$ cat src/rtl/instruction_loader_pkg.sv
// Shared types and constants for the boot-time instruction loader.
// Imported by the byte packer and the loader top level.
package loader_pkg;

    typedef enum logic [2:0] {
        IDLE,
        HEADER,
        DATA,
        CHECK,
        DONE,
        ERROR
    } state_t;

    localparam int HDR_BYTES      = 4;
    localparam int BYTES_PER_WORD = 4;

    function automatic logic is_terminal(state_t s);
        return (s == IDLE) || (s == DONE) || (s == ERROR);
    endfunction

endpackage

$ cat src/rtl/instruction_loader_if.sv
// Byte-stream input and instruction-memory write port of the loader.
// master = loader side, slave = host/memory side.
interface instruction_loader_if #(
    parameter int ADDR_W = 32
) ();

    logic              byte_valid;
    logic [7:0]        byte_data;
    logic              byte_ready;
    logic              mem_we;
    logic [ADDR_W-1:0] mem_addr;
    logic [31:0]       mem_wdata;

    modport master (
        input  byte_valid,
        input  byte_data,
        output byte_ready,
        output mem_we,
        output mem_addr,
        output mem_wdata
    );

    modport slave (
        output byte_valid,
        output byte_data,
        input  byte_ready,
        input  mem_we,
        input  mem_addr,
        input  mem_wdata
    );

endinterface

$ cat src/rtl/instruction_loader_byte_packer.sv
// Assembles little-endian 32-bit words from accepted bytes.
// Used for both the header word and every payload word.
module byte_packer
    import loader_pkg::*;
(
    input  logic        clk,
    input  logic        rst,
    input  logic        i_clr,
    input  logic        i_en,
    input  logic [7:0]  i_byte,
    output logic        o_word_valid,
    output logic [31:0] o_word
);

    localparam int IDX_W = $clog2(BYTES_PER_WORD);
    localparam logic [IDX_W-1:0] LAST =
        IDX_W'(BYTES_PER_WORD - 1);

    logic [IDX_W-1:0] r_idx;
    logic [31:0]      r_shift;

    // Bytes enter at the top so byte 0 ends up in bits [7:0].
    always_ff @(posedge clk or negedge rst) begin
        if (!rst) begin
            r_idx   <= '0;
            r_shift <= '0;
        end else if (i_clr) begin
            r_idx   <= '0;
            r_shift <= '0;
        end else if (i_en) begin
            r_idx   <= r_idx + 1'b1;
            r_shift <= {i_byte, r_shift[31:8]};
        end
    end

    assign o_word_valid = i_en && (r_idx == LAST);
    assign o_word       = {i_byte, r_shift[31:8]};

endmodule

$ cat src/rtl/instruction_loader.sv
// Boot loader: byte stream -> header/payload/checksum -> instruction
// memory writes, holding the CPU stalled while the load runs.
module instruction_loader
    import loader_pkg::*;
#(
    parameter int DEPTH  = 1024,
    parameter int ADDR_W = 32
) (
    input  logic                 clk,
    input  logic                 rst,
    input  logic                 start,
    instruction_loader_if.master bus,
    output logic                 cpu_hold,
    output logic                 busy,
    output logic                 done,
    output logic                 error
);

    localparam int CNT_W = $clog2(DEPTH) + 1;
    localparam logic [31:0] DEPTH_W = 32'(DEPTH);

    state_t r_state;
    state_t w_next;

    logic             w_ready;
    logic             w_busy;
    logic             w_done;
    logic             w_error;
    logic             w_accept;
    logic             w_start;
    logic             w_pack_en;
    logic             w_word_valid;
    logic [31:0]      w_word;
    logic             w_last_word;

    logic [31:0]       r_cnt;
    logic [CNT_W-1:0]  r_k;
    logic [ADDR_W-1:0] r_addr;
    logic [31:0]       r_wdata;
    logic              r_we;
    logic [7:0]        r_xor;

    assign w_accept  = bus.byte_valid && w_ready;
    assign w_start   = start && is_terminal(r_state);
    assign w_pack_en = w_accept &&
                       ((r_state == HEADER) ||
                        (r_state == DATA));
    assign w_last_word =
        ((32'(r_k) + 32'd1) == r_cnt);

    byte_packer u_packer (
        .clk          (clk),
        .rst          (rst),
        .i_clr        (w_start),
        .i_en         (w_pack_en),
        .i_byte       (bus.byte_data),
        .o_word_valid (w_word_valid),
        .o_word       (w_word)
    );

    always_ff @(posedge clk or negedge rst) begin
        if (!rst) begin
            r_state <= IDLE;
        end else begin
            r_state <= w_next;
        end
    end

    always_comb begin
        w_next = r_state;
        unique case (r_state)
            IDLE, DONE, ERROR: begin
                if (start) w_next = HEADER;
            end
            HEADER: begin
                if (w_word_valid) begin
                    if (w_word == 32'd0)
                        w_next = CHECK;
                    else if (w_word > DEPTH_W)
                        w_next = ERROR;
                    else
                        w_next = DATA;
                end
            end
            DATA: begin
                if (w_word_valid && w_last_word)
                    w_next = CHECK;
            end
            CHECK: begin
                if (w_accept)
                    w_next = (bus.byte_data == r_xor) ?
                             DONE : ERROR;
            end
            default: w_next = IDLE;
        endcase
    end

    // Status is decoded straight from the state register.
    always_comb begin
        w_ready = 1'b0;
        w_busy  = 1'b0;
        w_done  = 1'b0;
        w_error = 1'b0;
        unique case (r_state)
            HEADER, DATA, CHECK: begin
                w_ready = 1'b1;
                w_busy  = 1'b1;
            end
            DONE:    w_done  = 1'b1;
            ERROR:   w_error = 1'b1;
            default: ;
        endcase
    end

    always_ff @(posedge clk or negedge rst) begin
        if (!rst) begin
            r_cnt   <= '0;
            r_k     <= '0;
            r_addr  <= '0;
            r_wdata <= '0;
            r_we    <= 1'b0;
            r_xor   <= '0;
        end else begin
            r_we <= 1'b0;
            if (w_start) begin
                r_k   <= '0;
                r_xor <= '0;
            end
            if (r_state == HEADER && w_word_valid)
                r_cnt <= w_word;
            if (r_state == DATA && w_accept)
                r_xor <= r_xor ^ bus.byte_data;
            if (r_state == DATA && w_word_valid) begin
                r_we    <= 1'b1;
                r_addr  <= ADDR_W'({r_k, 2'b00});
                r_wdata <= w_word;
                r_k     <= r_k + 1'b1;
            end
        end
    end

    assign bus.byte_ready = w_ready;
    assign bus.mem_we     = r_we;
    assign bus.mem_addr   = r_addr;
    assign bus.mem_wdata  = r_wdata;
    assign busy           = w_busy;
    assign cpu_hold       = w_busy;
    assign done           = w_done;
    assign error          = w_error;

endmodule

$ cat src/flat_wrapper.sv
// flat-port wrapper written by rule: the top's interface ports become plain ports
module instruction_loader_flat import loader_pkg::*;
#(
    parameter int DEPTH  = 1024,
    parameter int ADDR_W = 32
)
  (clk, rst, start, cpu_hold, busy, done, error, bus_byte_valid, bus_byte_data, bus_byte_ready, bus_mem_we, bus_mem_addr, bus_mem_wdata);
  instruction_loader_if #(.ADDR_W(ADDR_W)) bus_i ();
  input  logic clk;
  input  logic rst;
  input  logic start;
  output logic cpu_hold;
  output logic busy;
  output logic done;
  output logic error;
  input wire logic [$bits(bus_i.byte_valid)-1:0] bus_byte_valid;
  input wire logic [$bits(bus_i.byte_data)-1:0] bus_byte_data;
  output wire logic [$bits(bus_i.byte_ready)-1:0] bus_byte_ready;
  output wire logic [$bits(bus_i.mem_we)-1:0] bus_mem_we;
  output wire logic [$bits(bus_i.mem_addr)-1:0] bus_mem_addr;
  output wire logic [$bits(bus_i.mem_wdata)-1:0] bus_mem_wdata;
  assign bus_i.byte_valid = bus_byte_valid;
  assign bus_i.byte_data = bus_byte_data;
  assign bus_byte_ready = bus_i.byte_ready;
  assign bus_mem_we = bus_i.mem_we;
  assign bus_mem_addr = bus_i.mem_addr;
  assign bus_mem_wdata = bus_i.mem_wdata;
  instruction_loader #(.DEPTH(DEPTH), .ADDR_W(ADDR_W)) u_core (.clk(clk), .rst(rst), .start(start), .bus(bus_i), .cpu_hold(cpu_hold), .busy(busy), .done(done), .error(error));
endmodule
$ cat config.mk
export PLATFORM = sky130hd
export DESIGN_NAME = instruction_loader_flat
export DESIGN_NICKNAME = d
export VERILOG_FILES = /design/src/rtl/instruction_loader_pkg.sv /design/src/rtl/instruction_loader_if.sv /design/src/rtl/instruction_loader_byte_packer.sv /design/src/rtl/instruction_loader.sv /design/src/flat_wrapper.sv
export SDC_FILE = /design/constraint.sdc
export NUM_CORES = 1
export LEC_CHECK = 0
export CORE_ASPECT_RATIO = 1.4
export CORE_UTILIZATION = 55
export CTS_CLUSTER_SIZE = 25
export DETAILED_ROUTE_END_ITERATION = 7
export GPL_TIMING_DRIVEN = 0
export PLACE_DENSITY_LB_ADDON = 0.1
export SYNTH_ARGS = -nofsm -noshare
export SYNTH_HDL_FRONTEND = slang
export SYNTH_SLANG_ARGS = --single-unit
$ cat constraint.sdc
create_clock -name clk -period 2.5 [get_ports clk]
set_input_delay 0.375 -clock clk [delete_from_list [all_inputs] [get_ports clk]]
set_output_delay 0.375 -clock clk [all_outputs]
set_load 0.05 [all_outputs]
==> results of run 1 <==
[cell families (layout without fill, tap and decap cells)]
kind of cell             after synthesis  after routing  synth area share (%)
AND/OR/NAND/NOR                      308            308                  23.6
flip-flops                           124            124                  54.0
buffers and inverters                 64            155                  5.83
AO/OA/AOI/OAI                         63             63                  7.23
multiplexers                          32             32                  6.27
XOR/XNOR                              17             17                  2.59
adder cells (fa/ha/maj)                2              2                 0.435
other                                  1             21                0.0653
[cells in the mapped netlist (2+ instances only)]
library cell  number
ha_1               2
a21bo_2            3
nand3b_1           3
nand2b_1          12
xor2_1             9
nand4_1            6
buf_2              6
nor4_1            13
nor2_1            19
clkbuf_1          22
o31ai_1            5
inv_1              9
xnor2_1            8
nand2_1          201
nor3_1             6
dfrtp_1          124
o2111ai_1          2
nand3_1           36
buf_4             23
buf_1              3
mux2_2            32
o21ai_0           38
[critical path: cells and delay by family, from the launching register on]
family	cells	cell delay (ps)
flops	1	360
buf+inv	2	790
simple gates	2	460
[power groups by stage]
stage / Combinational [uW] / Sequential (uW) / Clock [uW]
after global placement: 1560 / 2900 / 0
after global routing: 1770 / 2950 / 2640
after floorplan: 1230 / 2740 / 0
after detailed placement: 1610 / 2930 / 0
final: 1620 / 2910 / 2510
after CTS: 1610 / 2900 / 2550
[routing by layer]
layer	track usage (%)	routed length, um	vias to the layer above
met5	0	0	-
met4	12.9	395	0
met3	5.41	505	30
met2	45.6	7020	122
met1	32.7	5550	2224
li1	-	-	2200
[flip-flops by register name, indices dropped and copies added, names as in the netlist]
signal                   cells
u_core.bus.mem_addr         11
u_core.bus.mem_wdata        32
u_core.bus.mem_we            1
u_core.r_cnt                32
u_core.r_k                  11
u_core.r_state               3
u_core.r_xor                 8
u_core.u_packer.r_idx        2
u_core.u_packer.r_shift     24
[metrics by stage]
stage	std cells	instance area, um^2	setup TNS [ps]
floorplan	631	5820	0
global placement	826	6590	-444580
detailed placement	827	6620	-2580
CTS	858	7230	0
global route	857	7230	0
finish	857	7230	0
[how the worst min path moves through the flow]
stage | startpoint | to | slack [ps] | cells after the start
finish | rst | u_core.bus.mem_wdata[5]$_DFFE_PN0P_ | 420 | 2
global route | rst | u_core.bus.mem_wdata[8]$_DFFE_PN0P_ | 440 | 2
CTS | rst | u_core.bus.mem_wdata[5]$_DFFE_PN0P_ | 410 | 2
detailed placement | rst | u_core.bus.mem_wdata[5]$_DFFE_PN0P_ | 280 | 1
global placement | u_core.bus.mem_wdata[2]$_DFFE_PN0P_ | u_core.bus.mem_wdata[2]$_DFFE_PN0P_ | 460 | 2
floorplan | rst | u_core.bus.mem_addr[10]$_DFFE_PN0P_ | 80 | 0
[repair_timing]
action,in CTS,in global routing
pin swaps,0,1
endpoints found under the setup margin,6,26
endpoints found under the hold margin,31,0
resized for setup,6,7
hold buffers,1,0
[layout make-up]
cell class | instances | share of cell area, %
Multi-Input combinational cell | 443 | 33.1
Clock inverter | 6 | 1.49
Sequential cell | 124 | 42.9
Tap cell | 135 | 2.34
Timing Repair Buffer | 62 | 8.63
Inverter | 9 | 0.519
Clock buffer | 25 | 6.99
Buffer | 53 | 4.07
==> metrics.csv, run 1 <==
stage;metric;value;unit
die;area of the core;10000;um^2
pwr;sequential share of power;41.3;%
clocking;Skew-Pair Late Insertion Delay;410;ps
pwr;Total Power;7040;uW
timing;min Tclk post-route;2390;ps
timing;fin. max-slew vios;0;
worst_setup_path;critical path class;register to primary output;
clocking;CTS H-tree lvls;4;
synthesis;synthesized area;5750;um^2
detailed_routing;ANT nets after route;0;
synthesis;Post-Syn Instances;611;
die;I/O pin total;82;
detailed_routing;DR DRC count;0;
clocking;post-CTS setup repair buffer count;0;
run_status;run status;complete, no violations;
pwr;sw power;2220;uW
die;row count;43;
worst_setup_path;Reg2Reg Depth;7;
die;chip height;123;um
timing;final worst setup slack;111;ps
worst_setup_path;slowest cell on the critical path;dlygate4sd2_1;
worst_setup_path;r2r endpoint;u_core.r_state[0]$_DFFE_PN0P_;
worst_setup_path;CP startpoint;u_core.r_state[1]$_DFFE_PN0P_;
pwr;Clock power frac;35.7;%
die;die area;10900;um^2
pwr;internal power;4820;uW
timing;clock skew;5.40;ps
pwr;Combinational Power Share;23.0;%
detailed_routing;DR iter-0 viols;265;
synthesis;Main synth FF type;dfrtp_1;
worst_setup_path;CP max stage delay;540;ps
final_layout;Diodes inserted;0;
min_path;Min-Delay Path Class;primary input to async pin;
worst_setup_path;cell chain of the critical path;clkbuf_1, nor2_1, and2_1, dlygate4sd2_1;
clocking;Root Driver;clkbuf_16;
pwr;Leakage;0.00353;uW
synthesis;Async SR Flop Fraction;100;%
placed_design;pre-CTS WS;-265;ps
placed_design;PortBufs;60;
worst_setup_path;reg-to-reg slack, setup;140;ps
timing;Setup-failing EPs final;0;
synthesis;yosys warns;0;
clocking;clock sinks;124;
worst_setup_path;crit-path max FO;10;
pwr;VDD IR max;0.000635;V
grt;first-pass GRT wire length;21.8;mm
grt;largest net degree at the start of global routing;94;
flow_run;MaxCap Viol Count;0;
final_layout;most frequent cells in the layout;nand2_1 (201), dfrtp_1 (124), clkdlybuf4s50_1 (54);
die;Die W;88.4;um
timing;Slew @ Worst Pin;629;ps
detailed_routing;vias per inst;5.34;
grt;vias in the first global route;4504;
synthesis;Post-synth EDFFs;0;
final_layout;Layout area overhead;25.9;%
final_layout;fill cell count;771;
detailed_routing;Detailed Routing Iterations Pass 1;7;
clocking;CTS Buffer Depth;2;
timing;fmax;419;MHz
synthesis;Seq/Total Area, Yosys;54.0;%
final_layout;area taken by flip-flops and latches;3100;um^2
grt;GRT Overall Usage;26.9;%
timing;Max-slew headroom;58.1;%
worst_setup_path;CP Capture Point;done;
timing;Tcrit/Tclk final;95.6;%
final_layout;fin util;72.3;%
grt;overflow left after global routing;0;
timing;unrepaired setup endpoints after global routing;no;
pwr;Switching Fraction;31.6;%
detailed_routing;WL final;13.5;mm
placed_design;Final Wtd Congestion;0.886;
grt;initial antenna violation count;0;
clocking;clock transition at the registers of the reported paths;50;ps
final_layout;share of layout cells above drive strength 1;15.1;%
clocking;TritonCTS clock tree;done;
clocking;Num CTS Buffers;17;
worst_setup_path;crit path capture type;primary output;
synthesis;Yosys top cell area share;54.0;%
final_layout;multi-input logic area;2390;um^2
worst_setup_path;reg-to-reg startpoint;u_core.r_k[0]$_DFFE_PN0P_;
detailed_routing;Via Count;4576;
synthesis;syn_area_per_cell;9.41;um^2
synthesis;#FFs+latches synth;124;
pwr;Power Density;974;nW/um^2
worst_setup_path;crit path DAT;2010;ps
die;Starting Density;57.4;%
synthesis;post-synth cell types;51;
final_layout;commonest non-fill, non-tap cell in the layout;nand2_1;
worst_setup_path;Worst Path Required;2120;ps
timing;final hold vios;0;
synthesis;post-synth top area cell;dfrtp_1;
placed_design;Detailed Place HPWL;9.37;mm
final_layout;final net count;724;
timing;worst hold slack;417;ps
synthesis;top cells by area, synth;dfrtp_1 (54%), nand2_1 (13%), mux2_2 (6.3%);
worst_setup_path;CP Launch Type;register;
detailed_routing;routed len/inst;15.7;um
Note: power is estimated with default switching activity, not from simulation.
==> run 2: changes to the inputs <==
--- a/config.mk
+++ b/config.mk
@@ -6,7 +6,7 @@
 export NUM_CORES = 1
 export LEC_CHECK = 0
 export CORE_ASPECT_RATIO = 1.4
-export CORE_UTILIZATION = 55
+export CORE_UTILIZATION = 25
 export CTS_CLUSTER_SIZE = 25
 export DETAILED_ROUTE_END_ITERATION = 7
 export GPL_TIMING_DRIVEN = 0
==> run 2 against run 1 <==
Clock skew increased by 3.2 ps. Register-to-register slack about the same. Final cell count increased by 20%. Critical path depth increased by 2. Via count increased by 0.63%. Non-clock buffer count increased by 4. Clock power increased by 7%. Largest power group unchanged. Sequential share of layout area decreased by 1.6 points. Largest cell class unchanged. Critical path type is now register to register. Hold slack got worse by 23 ps. Critical endpoint is now u_core.r_state[0]$_DFFE_PN0P_.
==> metrics.csv, run 2 (synthesis gave the netlist of run 1 again) <==
stage;metric;value;unit
run_status;run status;complete, no violations;
clocking;clock transition at the registers of the reported paths;60;ps
grt;vias in the first global route;4729;
grt;first-pass GRT wire length;26.3;mm
final_layout;final net count;728;
worst_setup_path;reg-to-reg startpoint;u_core.r_k[3]$_DFFE_PN0P_;
clocking;Skew-Pair Late Insertion Delay;420;ps
detailed_routing;DR DRC count;0;
clocking;CTS Buffer Depth;2;
clocking;CTS H-tree lvls;4;
placed_design;placed inst area;6830;um^2
die;row count;65;
timing;clock skew;8.55;ps
timing;fin. max-slew vios;0;
final_layout;fin util;33.4;%
die;I/O pin total;82;
die;die area;23600;um^2
clocking;clock sinks;124;
final_layout;share of layout cells above drive strength 1;16.5;%
grt;GRT Overall Usage;14.9;%
timing;Tcrit/Tclk final;94.8;%
detailed_routing;routed wl met3;502;um
pwr;Combinational Power Share;22.5;%
timing;final hold vios;0;
pwr;Switching Fraction;32.5;%
detailed_routing;met2 WL post-DR;8.37;mm
timing;min Tclk post-route;2370;ps
pwr;sequential share of power;40.5;%
placed_design;Detailed Place HPWL;11.5;mm
detailed_routing;routed len/inst;15.8;um
detailed_routing;Detailed Routing Iterations Pass 1;4;
detailed_routing;WL final;16.2;mm
grt;overflow left after global routing;0;
worst_setup_path;Reg2Reg Depth;6;
flow_run;MaxCap Viol Count;0;
pwr;Clock power frac;37.0;%
timing;Setup-failing EPs final;0;
timing;fmax;422;MHz
worst_setup_path;crit path DAT;2730;ps
grt;largest net degree at the start of global routing;97;
timing;Max-slew headroom;56.8;%
clocking;TritonCTS clock tree;done;
clocking;Num CTS Buffers;17;
worst_setup_path;critical path class;register to register;
die;area of the core;22500;um^2
timing;final worst setup slack;129;ps
clocking;Root Driver;clkbuf_16;
timing;Slew @ Worst Pin;647;ps
die;chip height;181;um
die;Starting Density;25.5;%
worst_setup_path;crit-path max FO;9;
final_layout;commonest non-fill, non-tap cell in the layout;nand2_1;
grt;initial antenna violation count;0;
detailed_routing;Via Count;4605;
final_layout;most frequent cells in the layout;nand2_1 (201), dfrtp_1 (123), clkdlybuf4s50_1 (54);
placed_design;PortBufs;60;
final_layout;Layout area overhead;30.9;%
pwr;Leakage;0.00357;uW
pwr;Power Density;963;nW/um^2
final_layout;post-route cell area;7520;um^2
die;Die W;130;um
worst_setup_path;reg-to-reg slack, setup;130;ps
final_layout;Diodes inserted;0;
worst_setup_path;r2r endpoint;u_core.r_state[0]$_DFFE_PN0P_;
detailed_routing;DR iter-0 viols;307;
pwr;internal power;4890;uW
pwr;Total Power;7240;uW
worst_setup_path;CP Launch Type;register;
detailed_routing;metal1 wirelength;6.91;mm
placed_design;Final Wtd Congestion;0.842;
pwr;sw power;2350;uW
worst_setup_path;Worst Path Required;2860;ps
detailed_routing;top layer in use;met4;
detailed_routing;ANT nets after route;0;
placed_design;pre-CTS WS;-739;ps
detailed_routing;vias per inst;4.48;
pwr;VDD IR max;0.000529;V
worst_setup_path;crit path capture type;register;
min_path;Min-Delay Path Class;primary input to async pin;
-- run 2: cell count changes in the layout (fill, tap and decap cells not counted), moves of 2 or more --
cell / delta
clkbuf_4: +3
clkbuf_8: -2
clkbuf_1: -3
buf_1: -2
nor4_1: -2
buf_2: -2
buf_4: +2
nor4_2: +2
-- run 2: worst max path at each step --
stage	startpoint	endpoint	slack, ps
2_1_floorplan	u_core.r_state[1]$_DFFE_PN0P_	busy	340
3_3_place_gp	rst	u_core.bus.mem_addr[7]$_DFFE_PN0P_	-4040
3_5_place_dp	bus_byte_valid	u_core.bus.mem_wdata[25]$_DFFE_PN0P_	-740
4_1_cts	u_core.r_k[0]$_DFFE_PN0P_	u_core.r_state[0]$_DFFE_PN0P_	7
5_1_grt	u_core.r_state[0]$_DFFE_PN0P_	u_core.bus.mem_wdata[25]$_DFFE_PN0P_	-10
6_report	u_core.r_k[3]$_DFFE_PN0P_	u_core.r_state[0]$_DFFE_PN0P_	130
-- run 2: cell type report --
class,instances,area [um^2]
repair buffers,65,659
clock inverters,10,163
inverters,9,33.8
plain buffers,54,310
fillers,2388,15000
well taps,301,377
clock buffers,21,470
flip-flops and latches,124,3100
multi-input cells,443,2410
-- run 2: power by group through the flow --
stage	clock, uW	sequential, uW	combinational (uW)
6_report	2680	2940	1630
3_3_place_gp	0	2950	1610
3_5_place_dp	0	2960	1650
5_1_grt	2810	3000	1800
4_1_cts	2730	2930	1640
2_1_floorplan	0	2740	1230
-- run 2: critical path, stage by stage (launching register included) --
cell and delay (ps):
dfrtp_1 520, nand3_4 170, or3_2 530, xnor2_1 150, a211o_1 290, a2111oi_2 450, o22a_1 180
-- run 2: metrics by stage --
stage	TNS, ps	hold slack [ps]	instances
floorplan	0	79.4	631
global placement	-507660	460	992
detailed placement	-11080	279	993
CTS	0	401	1025
global route	-9.77	425	1027
finish	0	394	1027
-- run 2: repair_timing --
item | CTS | global route
buffers inserted | 0 | 3
pin swaps | 0 | 2
setup endpoints to repair | 26 | 53
gates resized for setup | 12 | 11
hold buffers | 1 | 0
hold endpoints to repair | 28 | 0
-- run 2: routing by layer --
layer | GRT usage (%) | up-vias
met1 | 17.9 | 2273
met2 | 25.3 | 104
li1 | - | 2203
met4 | 7.40 | 0
met3 | 2.62 | 25
met5 | 0 | -
==> run 3: changes to the inputs <==
==> constraint.sdc (replaced) <==
create_clock -name clk -period 2.2 [get_ports clk]
set_input_delay 0.33 -clock clk [delete_from_list [all_inputs] [get_ports clk]]
set_output_delay 0.33 -clock clk [all_outputs]
set_load 0.05 [all_outputs]
==> run 3 against run 2 <==
Register-to-register slack worse by 70 ps. Die area unchanged. Final cell count up 0.19%. Worst setup slack worse by 65 ps. Total power up 16%. Via count up 0.46%. Global-route usage up 0.081 points. Maximum frequency up 11%. Non-clock buffer count up 2. First-iteration DRC count up 13%. Sequential share of layout area down 0.84 points. Clock power up 13%.
==> metrics.csv, run 3 (synthesis gave the netlist of run 1 again) <==
stage;metric;value;unit
run_status;run status;complete, no violations;
worst_setup_path;slowest cell on the critical path;dfrtp_1;
final_layout;most frequent cells in the layout;nand2_1 (200), dfrtp_1 (119), clkdlybuf4s50_1 (53);
grt;GRT Overall Usage;15.0;%
pwr;Power Density;1090;nW/um^2
worst_setup_path;Worst Path Required;2560;ps
timing;clock skew;10.6;ps
worst_setup_path;crit-path max FO;2;
grt;overflow left after global routing;0;
final_layout;Diodes inserted;0;
detailed_routing;DR DRC count;0;
timing;unrepaired setup endpoints after global routing;yes;
die;die area;23600;um^2
worst_setup_path;critical path class;register to register;
clocking;TritonCTS clock tree;done;
detailed_routing;Detailed Routing Iterations Pass 1;4;
die;row count;65;
pwr;VDD IR max;0.000602;V
grt;initial antenna violation count;0;
worst_setup_path;crit path DAT;2490;ps
timing;min Tclk post-route;2140;ps
detailed_routing;WL final;16.3;mm
detailed_routing;routed len/inst;15.8;um
clocking;CTS Buffer Depth;2;
worst_setup_path;CP Buf/Inv Count;0;
grt;largest net degree at the start of global routing;97;
pwr;Leakage;0.00361;uW
timing;final hold vios;0;
clocking;clock transition at the registers of the reported paths;60;ps
detailed_routing;Via Count;4626;
placed_design;pre-CTS WS;-994;ps
timing;Max-slew headroom;62.8;%
placed_design;PortBufs;60;
die;Die W;130;um
worst_setup_path;CP max stage delay;410;ps
timing;fin. max-slew vios;0;
grt;first-pass GRT wire length;26.5;mm
final_layout;share of layout cells above drive strength 1;20.1;%
die;Starting Density;25.5;%
placed_design;Detailed Place HPWL;11.5;mm
die;I/O pin total;82;
timing;Tcrit/Tclk final;97.1;%
timing;Setup TNS Final;0;ps
timing;Setup-failing EPs final;0;
final_layout;fill cell count;2366;
min_path;Min-Delay Path Class;primary input to async pin;
clocking;clock sinks;124;
detailed_routing;ANT nets after route;0;
detailed_routing;vias per inst;4.50;
timing;fmax;468;MHz
final_layout;Layout area overhead;33.9;%
clocking;Skew-Pair Late Insertion Delay;420;ps
worst_setup_path;CP dominant cell by count;nor4_4;
clocking;CTS H-tree lvls;4;
final_layout;final net count;730;
clocking;Root Driver;clkbuf_16;
grt;vias in the first global route;4748;
detailed_routing;DR iter-0 viols;347;
worst_setup_path;cell chain of the critical path;nor4_4, nand4_1, nor4_4, o2111ai_2, a2111oi_4, o22a_1;
timing;Slew @ Worst Pin;558;ps
final_layout;commonest non-fill, non-tap cell in the layout;nand2_1;
worst_setup_path;CP Launch Type;register;
worst_setup_path;crit-path leading delay family;simple AND/OR/NAND/NOR gates;
clocking;Num CTS Buffers;17;
timing;final worst setup slack;63.5;ps
die;area of the core;22500;um^2
flow_run;MaxCap Viol Count;0;
worst_setup_path;crit path capture type;register;
die;chip height;181;um
placed_design;Final Wtd Congestion;0.842;
-- run 3: repair_timing --
item / CTS / global route
gates resized for setup: 44 / 27
pin swaps: 5 / 5
hold buffers: 1 / 0
endpoints found under the hold margin: 28 / 0
setup endpoints to repair: 76 / 81
gates cloned: 0 / 0
buffers inserted: 4 / 3
-- run 3: report_power, final --
part | internal, uW | leakage (uW) | switching [uW]
clock network | 1980 | 0.000306 | 1060
registers | 2770 | 0.00166 | 613
logic | 877 | 0.00165 | 1090
total | 5630 | 0.00361 | 2760
-- run 3: path summary, 6_finish.rpt --
path                                                      from                                    to  slack (ps)  depth (start not counted)
min reg2reg                u_core.bus.mem_wdata[3]$_DFFE_PN0P_   u_core.bus.mem_wdata[3]$_DFFE_PN0P_         470                          2
min in group clk                              bus_byte_data[7]  u_core.bus.mem_wdata[31]$_DFFE_PN0P_         390                          3
min                                                        rst  u_core.bus.mem_wdata[15]$_DFFE_PN0P_         350                          2
max reg2reg                       u_core.r_cnt[12]$_DFFE_PN0P_         u_core.r_state[0]$_DFFE_PN0P_          60                          6
max in group asynchronous                                  rst             u_core.r_k[0]$_DFFE_PN0P_        1040                          3
max                               u_core.r_cnt[12]$_DFFE_PN0P_         u_core.r_state[0]$_DFFE_PN0P_          60                          6
-- run 3: area by class of cell --
| type | count | area [um^2] | share of cell area (%) |
|---|---|---|---|
| Sequential cell | 124 | 3110 | 40.4 |
| Timing Repair Buffer | 69 | 687 | 8.93 |
| Tap cell | 301 | 377 | 4.90 |
| Clock inverter | 10 | 163 | 2.11 |
| Inverter | 9 | 33.8 | 0.439 |
| Buffer | 52 | 328 | 4.26 |
| Multi-Input combinational cell | 443 | 2530 | 32.8 |
| Clock buffer | 21 | 470 | 6.11 |
-- run 3: metal layers --
| metal | part of all wire (%) | track usage (%) | up-vias |
|---|---|---|---|
| met5 | 0 | 0 | - |
| met2 | 52 | 25.5 | 98 |
| met4 | 2.7 | 7.30 | 0 |
| li1 | - | - | 2207 |
| met1 | 42 | 18.0 | 2300 |
| met3 | 3.2 | 2.56 | 21 |
-- run 3: per-stage QoR --
| stage | util, % | cell area [um^2] | total power (uW) | hold slack [ps] | instances |
|---|---|---|---|---|---|
| 6_report | 34.2 | 7690 | 8390 | 350 | 1029 |
| 5_1_grt | 34.2 | 7690 | 8800 | 380 | 1029 |
| 4_1_cts | 33.8 | 7610 | 8400 | 356 | 1026 |
| 3_5_place_dp | 30.3 | 6830 | 5240 | 234 | 993 |
| 3_3_place_gp | 30.2 | 6800 | 5190 | 460 | 992 |
| 2_1_floorplan | - | 5820 | 4510 | 34.4 | 631 |
